File: src/rtl/input_port_rc_if.sv
// Router input-port link bundle: upstream flit push side plus arbiter/crossbar side.
// Latency: none (wires only).
// Backpressure: full stalls the upstream sender; out_grant pops one flit while out_req is high.
// Ports:
//   in_flit/in_valid  flit and strobe from the upstream link
//   full              FIFO full, upstream must hold off
//   out_flit/out_req  head flit and arbiter request
//   out_port          latched XY route (0=L 1=N 2=E 3=W 4=S)
//   out_grant         arbiter grant, pops one flit
//   count/err         occupancy and sticky error flag
interface input_port_rc_if #(
  parameter int Width     = 8,
  parameter int Ptr_width = 2,
  parameter int Select    = 3
);
  logic [Width-1:0]   in_flit;
  logic               in_valid;
  logic               full;
  logic [Width-1:0]   out_flit;
  logic               out_req;
  logic [Select-1:0]  out_port;
  logic               out_grant;
  logic [Ptr_width:0] count;
  logic               err;

  // Drives the port: upstream link plus arbiter.
  modport master (
    output in_flit, in_valid, out_grant,
    input  full, out_flit, out_req, out_port, count, err
  );

  // The input port itself.
  modport slave (
    input  in_flit, in_valid, out_grant,
    output full, out_flit, out_req, out_port, count, err
  );
endinterface

File: src/rtl/input_port_rc.sv
// Router input port: flit FIFO plus wormhole XY route computation, one request per packet.
// Latency: head pushed on edge E0 is routed on E1, out_req from after E1 (2 edges to first grant).
// Backpressure: full when Depth flits held; pushes while full are dropped and flag err.
// Ports:
//   clk, rst     rising-edge clock, asynchronous active-low reset
//   port_if      slave side of input_port_rc_if (flit in, request/route/flit out, grant in)
module input_port_rc #(
  parameter int Width     = 8,
  parameter int Depth     = 4,
  parameter int Ptr_width = 2,
  parameter int Select    = 3,
  parameter int X_pos     = 0,
  parameter int Y_pos     = 0
) (
  input  logic            clk,
  input  logic            rst,
  input_port_rc_if.slave  port_if
);

  typedef enum logic {IDLE, ACTIVE} state_t;

  localparam logic [Ptr_width:0]   FULL_CNT = (Ptr_width+1)'(Depth);
  localparam logic [Ptr_width:0]   CNT_ONE  = (Ptr_width+1)'(1);
  localparam logic [Ptr_width-1:0] PTR_ONE  = Ptr_width'(1);
  localparam logic [2:0]           X_COORD  = 3'(X_pos);
  localparam logic [2:0]           Y_COORD  = 3'(Y_pos);
  localparam logic [Select-1:0]    PORT_L   = Select'(0);
  localparam logic [Select-1:0]    PORT_N   = Select'(1);
  localparam logic [Select-1:0]    PORT_E   = Select'(2);
  localparam logic [Select-1:0]    PORT_W   = Select'(3);
  localparam logic [Select-1:0]    PORT_S   = Select'(4);

  state_t               state_q, state_d;
  logic [Width-1:0]     mem [Depth];
  logic [Ptr_width-1:0] wr_ptr_q, rd_ptr_q;
  logic [Ptr_width:0]   cnt_q;
  logic [Select-1:0]    port_q;
  logic                 err_q;
  logic                 first_pend_q;   // packet's own head flit not yet popped

  logic                 empty, full_w;
  logic [Width-1:0]     front_dat;
  logic [1:0]           front_typ;
  logic                 front_is_head, front_is_last;
  logic                 push_vld, drop_vld, pop_vld;
  logic                 req_vld, discard_vld, latch_route, stray_head, err_set;
  logic [Select-1:0]    route_dat;

  // XY dimension-order routing: resolve X first, then Y.
  function automatic logic [Select-1:0] xy_route(input logic [2:0] dst_x, input logic [2:0] dst_y);
    if (dst_x > X_COORD)      return PORT_E;
    else if (dst_x < X_COORD) return PORT_W;
    else if (dst_y > Y_COORD) return PORT_N;
    else if (dst_y < Y_COORD) return PORT_S;
    else                      return PORT_L;
  endfunction

  assign empty         = (cnt_q == '0);
  assign full_w        = (cnt_q == FULL_CNT);
  assign front_dat     = mem[rd_ptr_q];
  assign front_typ     = front_dat[7:6];
  assign front_is_head = front_typ[0];   // 01 head, 11 head+tail
  assign front_is_last = front_typ[1];   // 10 tail, 11 head+tail
  assign route_dat     = xy_route(front_dat[5:3], front_dat[2:0]);

  // full is judged on the registered count, so a same-cycle pop never frees room for a push.
  assign push_vld = port_if.in_valid && !full_w;
  assign drop_vld = port_if.in_valid && full_w;

  // State register.
  always_ff @(posedge clk or negedge rst) begin
    if (!rst) state_q <= IDLE;
    else      state_q <= state_d;
  end

  // Next-state logic.
  always_comb begin
    state_d = state_q;
    case (state_q)
      IDLE:    if (!empty && front_is_head) state_d = ACTIVE;
      ACTIVE:  if (pop_vld && front_is_last) state_d = IDLE;
      default: state_d = IDLE;
    endcase
  end

  // Output/control logic.
  always_comb begin
    req_vld     = 1'b0;
    discard_vld = 1'b0;
    latch_route = 1'b0;
    stray_head  = 1'b0;
    case (state_q)
      IDLE: begin
        latch_route = !empty && front_is_head;
        discard_vld = !empty && !front_is_head;   // orphan body/tail
      end
      ACTIVE: begin
        req_vld    = !empty;
        // A second head inside a packet is forwarded as-is but flagged.
        stray_head = !empty && front_is_head && !first_pend_q;
      end
      default: ;
    endcase
    pop_vld = discard_vld || (req_vld && port_if.out_grant);
    err_set = drop_vld || discard_vld || stray_head;
  end

  // Storage has no reset; occupancy alone decides what is valid.
  always_ff @(posedge clk) begin
    if (push_vld) mem[wr_ptr_q] <= port_if.in_flit;
  end

  always_ff @(posedge clk or negedge rst) begin
    if (!rst) begin
      wr_ptr_q     <= '0;
      rd_ptr_q     <= '0;
      cnt_q        <= '0;
      port_q       <= '0;
      err_q        <= 1'b0;
      first_pend_q <= 1'b0;
    end else begin
      if (push_vld) wr_ptr_q <= wr_ptr_q + PTR_ONE;
      if (pop_vld)  rd_ptr_q <= rd_ptr_q + PTR_ONE;
      if (push_vld && !pop_vld)      cnt_q <= cnt_q + CNT_ONE;
      else if (pop_vld && !push_vld) cnt_q <= cnt_q - CNT_ONE;
      if (latch_route) port_q <= route_dat;
      if (err_set)     err_q  <= 1'b1;
      if (latch_route)                         first_pend_q <= 1'b1;
      else if (req_vld && port_if.out_grant)   first_pend_q <= 1'b0;
    end
  end

  assign port_if.full     = full_w;
  assign port_if.out_flit = empty ? '0 : front_dat;
  assign port_if.out_req  = req_vld;
  assign port_if.out_port = port_q;
  assign port_if.count    = cnt_q;
  assign port_if.err      = err_q;

endmodule
File: src/flat_wrapper.sv
// flat-port wrapper written by rule: the top's interface ports become plain ports
module input_port_rc_flat 
#(
  parameter int Width     = 8,
  parameter int Depth     = 4,
  parameter int Ptr_width = 2,
  parameter int Select    = 3,
  parameter int X_pos     = 0,
  parameter int Y_pos     = 0
)
  (clk, rst, port_if_in_flit, port_if_in_valid, port_if_out_grant, port_if_full, port_if_out_flit, port_if_out_req, port_if_out_port, port_if_count, port_if_err);
  input_port_rc_if #(.Width(Width), .Ptr_width(Ptr_width), .Select(Select)) port_if_i ();
  input  logic clk;
  input  logic rst;
  input wire logic [$bits(port_if_i.in_flit)-1:0] port_if_in_flit;
  input wire logic [$bits(port_if_i.in_valid)-1:0] port_if_in_valid;
  input wire logic [$bits(port_if_i.out_grant)-1:0] port_if_out_grant;
  output wire logic [$bits(port_if_i.full)-1:0] port_if_full;
  output wire logic [$bits(port_if_i.out_flit)-1:0] port_if_out_flit;
  output wire logic [$bits(port_if_i.out_req)-1:0] port_if_out_req;
  output wire logic [$bits(port_if_i.out_port)-1:0] port_if_out_port;
  output wire logic [$bits(port_if_i.count)-1:0] port_if_count;
  output wire logic [$bits(port_if_i.err)-1:0] port_if_err;
  assign port_if_i.in_flit = port_if_in_flit;
  assign port_if_i.in_valid = port_if_in_valid;
  assign port_if_i.out_grant = port_if_out_grant;
  assign port_if_full = port_if_i.full;
  assign port_if_out_flit = port_if_i.out_flit;
  assign port_if_out_req = port_if_i.out_req;
  assign port_if_out_port = port_if_i.out_port;
  assign port_if_count = port_if_i.count;
  assign port_if_err = port_if_i.err;
  input_port_rc #(.Width(Width), .Depth(Depth), .Ptr_width(Ptr_width), .Select(Select), .X_pos(X_pos), .Y_pos(Y_pos)) u_core (.clk(clk), .rst(rst), .port_if(port_if_i));
endmodule
File: config.mk
export PLATFORM = sky130hd
export DESIGN_NAME = input_port_rc_flat
export DESIGN_NICKNAME = d
export VERILOG_FILES = /design/src/rtl/input_port_rc_if.sv /design/src/rtl/input_port_rc.sv /design/src/flat_wrapper.sv
export SDC_FILE = /design/constraint.sdc
export NUM_CORES = 1
export LEC_CHECK = 0
export CORE_MARGIN = 2
export CORE_UTILIZATION = 57
export DETAILED_ROUTE_END_ITERATION = 10
export GPL_TIMING_DRIVEN = 0
export MAX_ROUTING_LAYER = met4
export PLACE_DENSITY = 0.84
export SLEW_MARGIN = 20
export SYNTH_ARGS = -nofsm -noshare
export SYNTH_HDL_FRONTEND = slang
export SYNTH_SLANG_ARGS = --single-unit
File: constraint.sdc
create_clock -name clk -period 5.81 [get_ports clk]
set_input_delay 1.162 -clock clk [delete_from_list [all_inputs] [get_ports clk]]
set_output_delay 1.162 -clock clk [all_outputs]
set_load 0.005 [all_outputs]
== Word level (Yosys, flattened, before mapping) ==
Memory sizes are Yosys's and may differ from the RTL's.
Index checks and enable logic that the tools add are counted.

* Eq/ne operators: 1
* $lt $le $gt $ge: 4
* Reduce and logical (&&, ||, !) cells: 21
* Bitwise gates (word level): 1
* $add $sub $neg: 4
* Muxes and demuxes: 18

{| class="wikitable"
|+ Operator list
! kind !! number
|-
| $mux 3 || 6
|-
| $mux 1 || 10
|-
| $logic_and 1x1->1 || 9
|-
| $mux 8 || 1
|-
| $gt 3x1->1 const B || 2
|-
| $logic_not 1->1 || 6
|-
| $lt 3x1->1 const B || 2
|-
| $add 2x1->2 const B || 2
|-
| $reduce_bool 2->1 || 2
|-
| $add 3x1->3 const B || 1
|-
| $eq 3x3->1 const B || 1
|-
| $logic_not 3->1 || 1
|-
| $logic_or 1x1->1 || 3
|-
| $sub 3x1->3 const B || 1
|-
| $pmux 1 s2 || 1
|-
| $not 1->1 || 1
|}

* Bits in writable memories: 32
* Register bits after elaboration: 13
* Logic and storage cells: 57
* Memories kept: 1

{| class="wikitable"
|+ Memories
! memory !! depth !! bits a word !! rd ports !! clocked after Yosys merged registers in !! wr ports !! RTL line !! RTL
|-
| u_core.mem || 4 || 8 || 1 || 0 || 1 || input_port_rc.sv:34 || <nowiki>logic [Width-1:0] mem [Depth];</nowiki>
|}

== Longest topological paths before layout ==
* Depth after elaboration: 8
* Depth in mapped cells: 9
* Depth with buffers taken out: 8

== Worst setup path before layout ==
OpenSTA, ideal clock, no wires.

* Path type: in2reg
* Start: input port port_if_out_grant
* End: register u_core.cnt_q[1] (netlist: u_core.port_if.count[1])
* Buffers on the path: 0
* Library setup time: 125 ps
* Arrival: 2,475 ps
* Data required time: 5,685 ps
* Stages on the path: 6
* Path slack: 3,210 ps
* Cell sequence: nor2b_1 -> a211o_2 -> ha_1 -> inv_1 -> fa_1 -> mux2_2

* Cells in the longest elaborated chain, start to end: 5

{| class="wikitable"
|+ RTL lines
! element !! RTL line !! RTL
|-
| from (decl) || flat_wrapper.sv:17 || <nowiki>input wire logic [$bits(port_if_i.out_grant)-1:0] port_if_out_grant;</nowiki>
|-
| $logic_and 1x1->1 * || input_port_rc.sv:104 || <nowiki>pop_vld = discard_vld || (req_vld && port_if.out_grant);</nowiki>
|-
| $logic_or 1x1->1 * || input_port_rc.sv:104 ||
|-
| $logic_not 1->1 || input_port_rc.sv:124 || <nowiki>if (push_vld && !pop_vld) cnt_q <= cnt_q + CNT_ONE;</nowiki>
|-
| $logic_and 1x1->1 || input_port_rc.sv:124 ||
|-
| $mux 3 or $reduce_bool 2->1 (tied branches) || n/a ||
|-
| to (signal assigned) || input_port_rc.sv:124 ||
|-
| to (signal assigned) || input_port_rc.sv:125 || <nowiki>else if (pop_vld && !push_vld) cnt_q <= cnt_q - CNT_ONE;</nowiki>
|-
| to (decl) || input_port_rc.sv:36 || <nowiki>logic [Ptr_width:0] cnt_q;</nowiki>
|}

Every way passes the cells marked *; elsewhere a longest branch is shown, timed or not.
A chain may end at the register's enable or synchronous reset.

== Worst setup path in the final report ==
* Start: register u_core.rd_ptr_q[1]
* End: output port port_if_out_flit[6]

* Cells in the longest elaborated chain, start to end: 2

{| class="wikitable"
|+ RTL lines
! element !! RTL line !! RTL
|-
| from (decl) || input_port_rc.sv:35 || <nowiki>logic [Ptr_width-1:0] wr_ptr_q, rd_ptr_q;</nowiki>
|-
| from (signal assigned) || input_port_rc.sv:123 || <nowiki>if (pop_vld) rd_ptr_q <= rd_ptr_q + PTR_ONE;</nowiki>
|-
| $mem_v2 4x8 || n/a ||
|-
| $mux 8 || input_port_rc.sv:134 || <nowiki>assign port_if.out_flit = empty ? '0 : front_dat;</nowiki>
|-
| to (decl) || flat_wrapper.sv:19 || <nowiki>output wire logic [$bits(port_if_i.out_flit)-1:0] port_if_out_flit;</nowiki>
|}

Every way passes these cells.

==> flow_metrics.py <==
metrics = {
    "status": {
        "outcome": "complete, no violations",
    },
    "cells_and_area": {
        "syn_to_final_growth_pct": 19.80,
        "final_core_density_pct": 70.29,
        "fill_cells": 228,
        "post_layout_nonfiller_instances": 195,
        "n_antenna_cell": 0,
        "mostFrequentLayoutCell": "sky130_fd_sc_hd__edfxtp_1",
        "layout-drive-gt1-share_pct": 12.75,
        "most_used_cells_in_the_layout_excluding_fill_and_tap_cells": "sky130_fd_sc_hd__edfxtp_1, sky130_fd_sc_hd__clkdlybuf4s50_1, sky130_fd_sc_hd__dfrtp_1",
        "finish.net_count": 166,
    },
    "clocking": {
        "cts_resized": 0,
        "insertion_delay_ns": 0.35,
        "ctsHtreeMaxLevel": 2,
        "tritoncts": "yes",
        "tritoncts.num_buffers": 5,
        "clk_pin_slew_ns": 0.11,
        "clock_path_buffers": 2,
        "post_cts_buffers": 0,
        "tritoncts_num_sinks": 44,
        "clk_root_buffer_cell": "sky130_fd_sc_hd__clkbuf_4",
        "cts.hold.buffers_added": 0,
    },
    "sta": {
        "timing_max_transition_violations_final": 0,
        "highest_clock_rate_mhz": 292.9,
        "timing.slew.headroom_pct": 60.83,
        "tightest_slew_ns": 0.5831,
        "finalWorstPathRequiredPeriod_ns": 3.415,
        "setup_viol": 0,
        "final_hold_viol_count": 0,
        "rsz0062_at_grt": "false",
        "totalNegativeSetupSlack_ns": 0,
        "worst_clock_skew_ns": 0.01924,
        "layout_worst_path_cycle_share_pct": 58.77,
    },
    "grt": {
        "antenna_violations_before_repair": 0,
        "groute.usage.overall_pct": 18.43,
        "first_global_vias": 1113,
        "maximum_number_of_pins_on_one_net_before_global_route_repair": 15,
        "global_route_wire_length_before_repair_mm": 5.230,
        "grt_overflow_total": 0,
    },
    "power": {
        "cellLeakagePower_nw": 0.8396,
        "seq_power_share_pct": 41.3,
        "power_density_nw_per_um2": 496.2,
        "switching_share_pct": 32.31,
        "worst_ir_drop_vdd_mv": 0.2447,
        "pwr-share-comb_pct": 46.4,
        "p_clk_share_pct": 12.4,
        "power_switching_w": 0.0003701,
        "p_int_w": 0.0007754,
    },
    "synthesis": {
        "synth_seq_area_share_pct": 65.45,
        "synth_flop_cell": "sky130_fd_sc_hd__edfxtp_1",
        "mappedNetlistArea_um2": 1927,
        "fraction_of_synthesis_flops_using_an_asynchronous_set_or_reset_pin_pct": 27.27,
        "area_share_of_and_or_nand_nor_cells_after_synthesis_pct": 7.532,
        "synth-adder-area-share_pct": 4.286,
        "yosys_top_cell_by_area": "sky130_fd_sc_hd__edfxtp_1",
        "complex_gate_fraction_of_the_synthesized_area_pct": 4.481,
        "synth_xor_xnor_area_share_pct": 2.727,
        "yosys_warnings": 0,
        "syn-instance-count": 114,
        "count_of_state_elements_after_synthesis": 44,
        "postSynthAreaPerCell_um2": 16.90,
        "yosysTopAreaCellShare_pct": 49.87,
        "post_synth_mux_area_share_pct": 12.60,
        "synthTopCellsByArea": "sky130_fd_sc_hd__edfxtp_1, sky130_fd_sc_hd__dfrtp_1, sky130_fd_sc_hd__mux4_1",
        "syn_nets": 132,
        "post_synth_num_cell_types": 32,
        "synth_top_family_by_area": "multiplexers",
        "synth-edff-count": 32,
    },
    "die": {
        "ios": 29,
        "rows": 21,
        "placeableCoreArea_um2": 3284,
        "die_w_um": 62.14,
        "initial_core_utilization_pct": 58.67,
        "die_y_um": 62.14,
        "design.die.area_um2": 3861,
    },
    "worst_setup_path": {
        "criticalPathCategory": "flop to output pin",
        "worstSetupStartpointType": "flop",
        "max_stage_delay_ns": 0.49,
        "critical-path-slowest-cell": "sky130_fd_sc_hd__mux4_2",
        "timing.reg2reg.setup_slack_ns": 3.11,
        "worstPathCellList": "clkbuf_1 > mux4_2 > and2_2 > clkdlybuf4s50_1",
        "timing.critical_path.from": "u_core.rd_ptr_q[1]$_DFFE_PN0P_",
        "setup.worst_path.end": "port_if_out_flit[6]",
        "critPathArrivalTime_ns": 2.25,
        "worstReg2RegEnd": "u_core.port_if.count[1]$_DFFE_PN0P_",
        "critical_path.max_fanout": 9,
        "timing.reg2reg.worst_path_depth": 7,
        "worst_setup_path_end_kind": "output pin",
        "crit-reg2reg-launch": "u_core.rd_ptr_q[1]$_DFFE_PN0P_",
        "timing.critical_path.required_ns": 4.65,
    },
    "route": {
        "drt_drc_violations_left": 0,
        "total_via_count_after_detailed_routing": 1045,
        "drt-wirelength-per-cell_um": 15.73,
        "route.antenna.remaining_nets": 0,
        "drt-pass1-iter-count": 4,
        "avgViaCountPerCell": 5.359,
        "totalWireLength_mm": 3.067,
        "dr.first_iter.drc_count": 56,
    },
    "worst_hold_path": {
        "holdCritPathClass": "flop to flop",
    },
    "run": {
        "cap_viol_max_count": 0,
    },
    "placement": {
        "place_hpwl_mm": 2.271,
        "place_inst": 187,
        "globalplace.congestion": 0.7551,
        "io_buffer_count": 27,
    },
}
## logic make-up (layout without fill, tap and decap cells)
| logic type | count (synthesis) | in the layout |
|---|---|---|
| adder cells (fa/ha/maj) | 6 | 6 |
| AO/OA/AOI/OAI | 9 | 9 |
| XOR/XNOR | 6 | 6 |
| flip-flops | 44 | 44 |
| other | 1 | 1 |
| multiplexers | 12 | 12 |
| buffers and inverters | 11 | 46 |
| AND/OR/NAND/NOR | 25 | 25 |
## synthesized netlist by cell type (all sizes together) (2+ instances only)
master  count
and2       12
nor3        2
mux4        8
nand2       2
xor2        3
ha          5
xnor2       3
inv         6
buf         2
mux2        3
dfrtp      12
nor2        2
or3         2
edfxtp     32
clkbuf      3
nor2b       3
a21oi       2
## critical path: cells and delay by family (launching register included)
family / cells / cell delay, ns
simple gates: 1 / 0.25
buf+inv: 2 / 0.84
flops: 1 / 0.34
mux: 1 / 0.49
## state kept, by name, indices dropped and copies added, names as in the netlist
| register | cells |
|---|---|
| u_core.wr_ptr_q | 2 |
| u_core.state_q | 1 |
| u_core.port_if.err | 1 |
| u_core.port_if.out_port | 2 |
| u_core.rd_ptr_q | 2 |
| u_core.mem | 32 |
| u_core.port_if.count | 3 |
| u_core.first_pend_q | 1 |
## power by group through the flow
stage | clock, W | sequential, W | combinational (W)
floorplan | 0 | 0.000469 | 0.000330
global placement | 0 | 0.000472 | 0.000520
detailed placement | 0 | 0.000481 | 0.000540
CTS | 0.000146 | 0.000474 | 0.000542
global route | 0.000158 | 0.000485 | 0.000584
finish | 0.000142 | 0.000473 | 0.000531
## final cells by class
type / instances / area (µm²) / share of cell area, %
Tap cell: 46 / 57.56 / 2.493
Inverter: 6 / 22.52 / 0.9756
Clock buffer: 6 / 41.29 / 1.789
Multi-Input combinational cell: 59 / 613.1 / 26.56
Sequential cell: 44 / 1261 / 54.63
Clock inverter: 2 / 12.51 / 0.5420
Timing Repair Buffer: 27 / 270.3 / 11.71
Buffer: 5 / 30.03 / 1.301
## worst min path at each step
| stage | start | endpoint | slack (ns) | cells past startpoint |
|---|---|---|---|---|
| after global routing | u_core.port_if.err$_DFFE_PN0P_ | u_core.port_if.err$_DFFE_PN0P_ | 0.56 | 2 |
| after CTS | u_core.port_if.err$_DFFE_PN0P_ | u_core.port_if.err$_DFFE_PN0P_ | 0.51 | 2 |
| after floorplan | u_core.port_if.err$_DFFE_PN0P_ | u_core.port_if.err$_DFFE_PN0P_ | 0.47 | 2 |
| after detailed placement | u_core.port_if.err$_DFFE_PN0P_ | u_core.port_if.err$_DFFE_PN0P_ | 0.48 | 2 |
| after global placement | u_core.port_if.err$_DFFE_PN0P_ | u_core.port_if.err$_DFFE_PN0P_ | 0.46 | 2 |
| final | u_core.port_if.err$_DFFE_PN0P_ | u_core.port_if.err$_DFFE_PN0P_ | 0.50 | 2 |
## metal layers
layer	vias to the layer above	track usage, %	wire, µm
li1	492	-	-
met1	518	21.24	1241
met2	30	31.11	1647
met3	5	6.159	163
met4	0	5.278	14
met5	-	-	0
## per-stage QoR
step | setup WS, ns | power, W | instance area [µm²] | hold WS (ns)
4_1_cts | 2.358 | 0.001162 | 2308 | 0.5057
5_1_grt | 2.252 | 0.001227 | 2308 | 0.5608
6_report | 2.395 | 0.001146 | 2308 | 0.4970
2_1_floorplan | 3.210 | 0.0007988 | 1927 | 0.4673
3_5_place_dp | 2.545 | 0.001021 | 2255 | 0.4771
3_3_place_gp | 2.651 | 0.0009915 | 2255 | 0.4600
(Power assumes the default switching activity.)
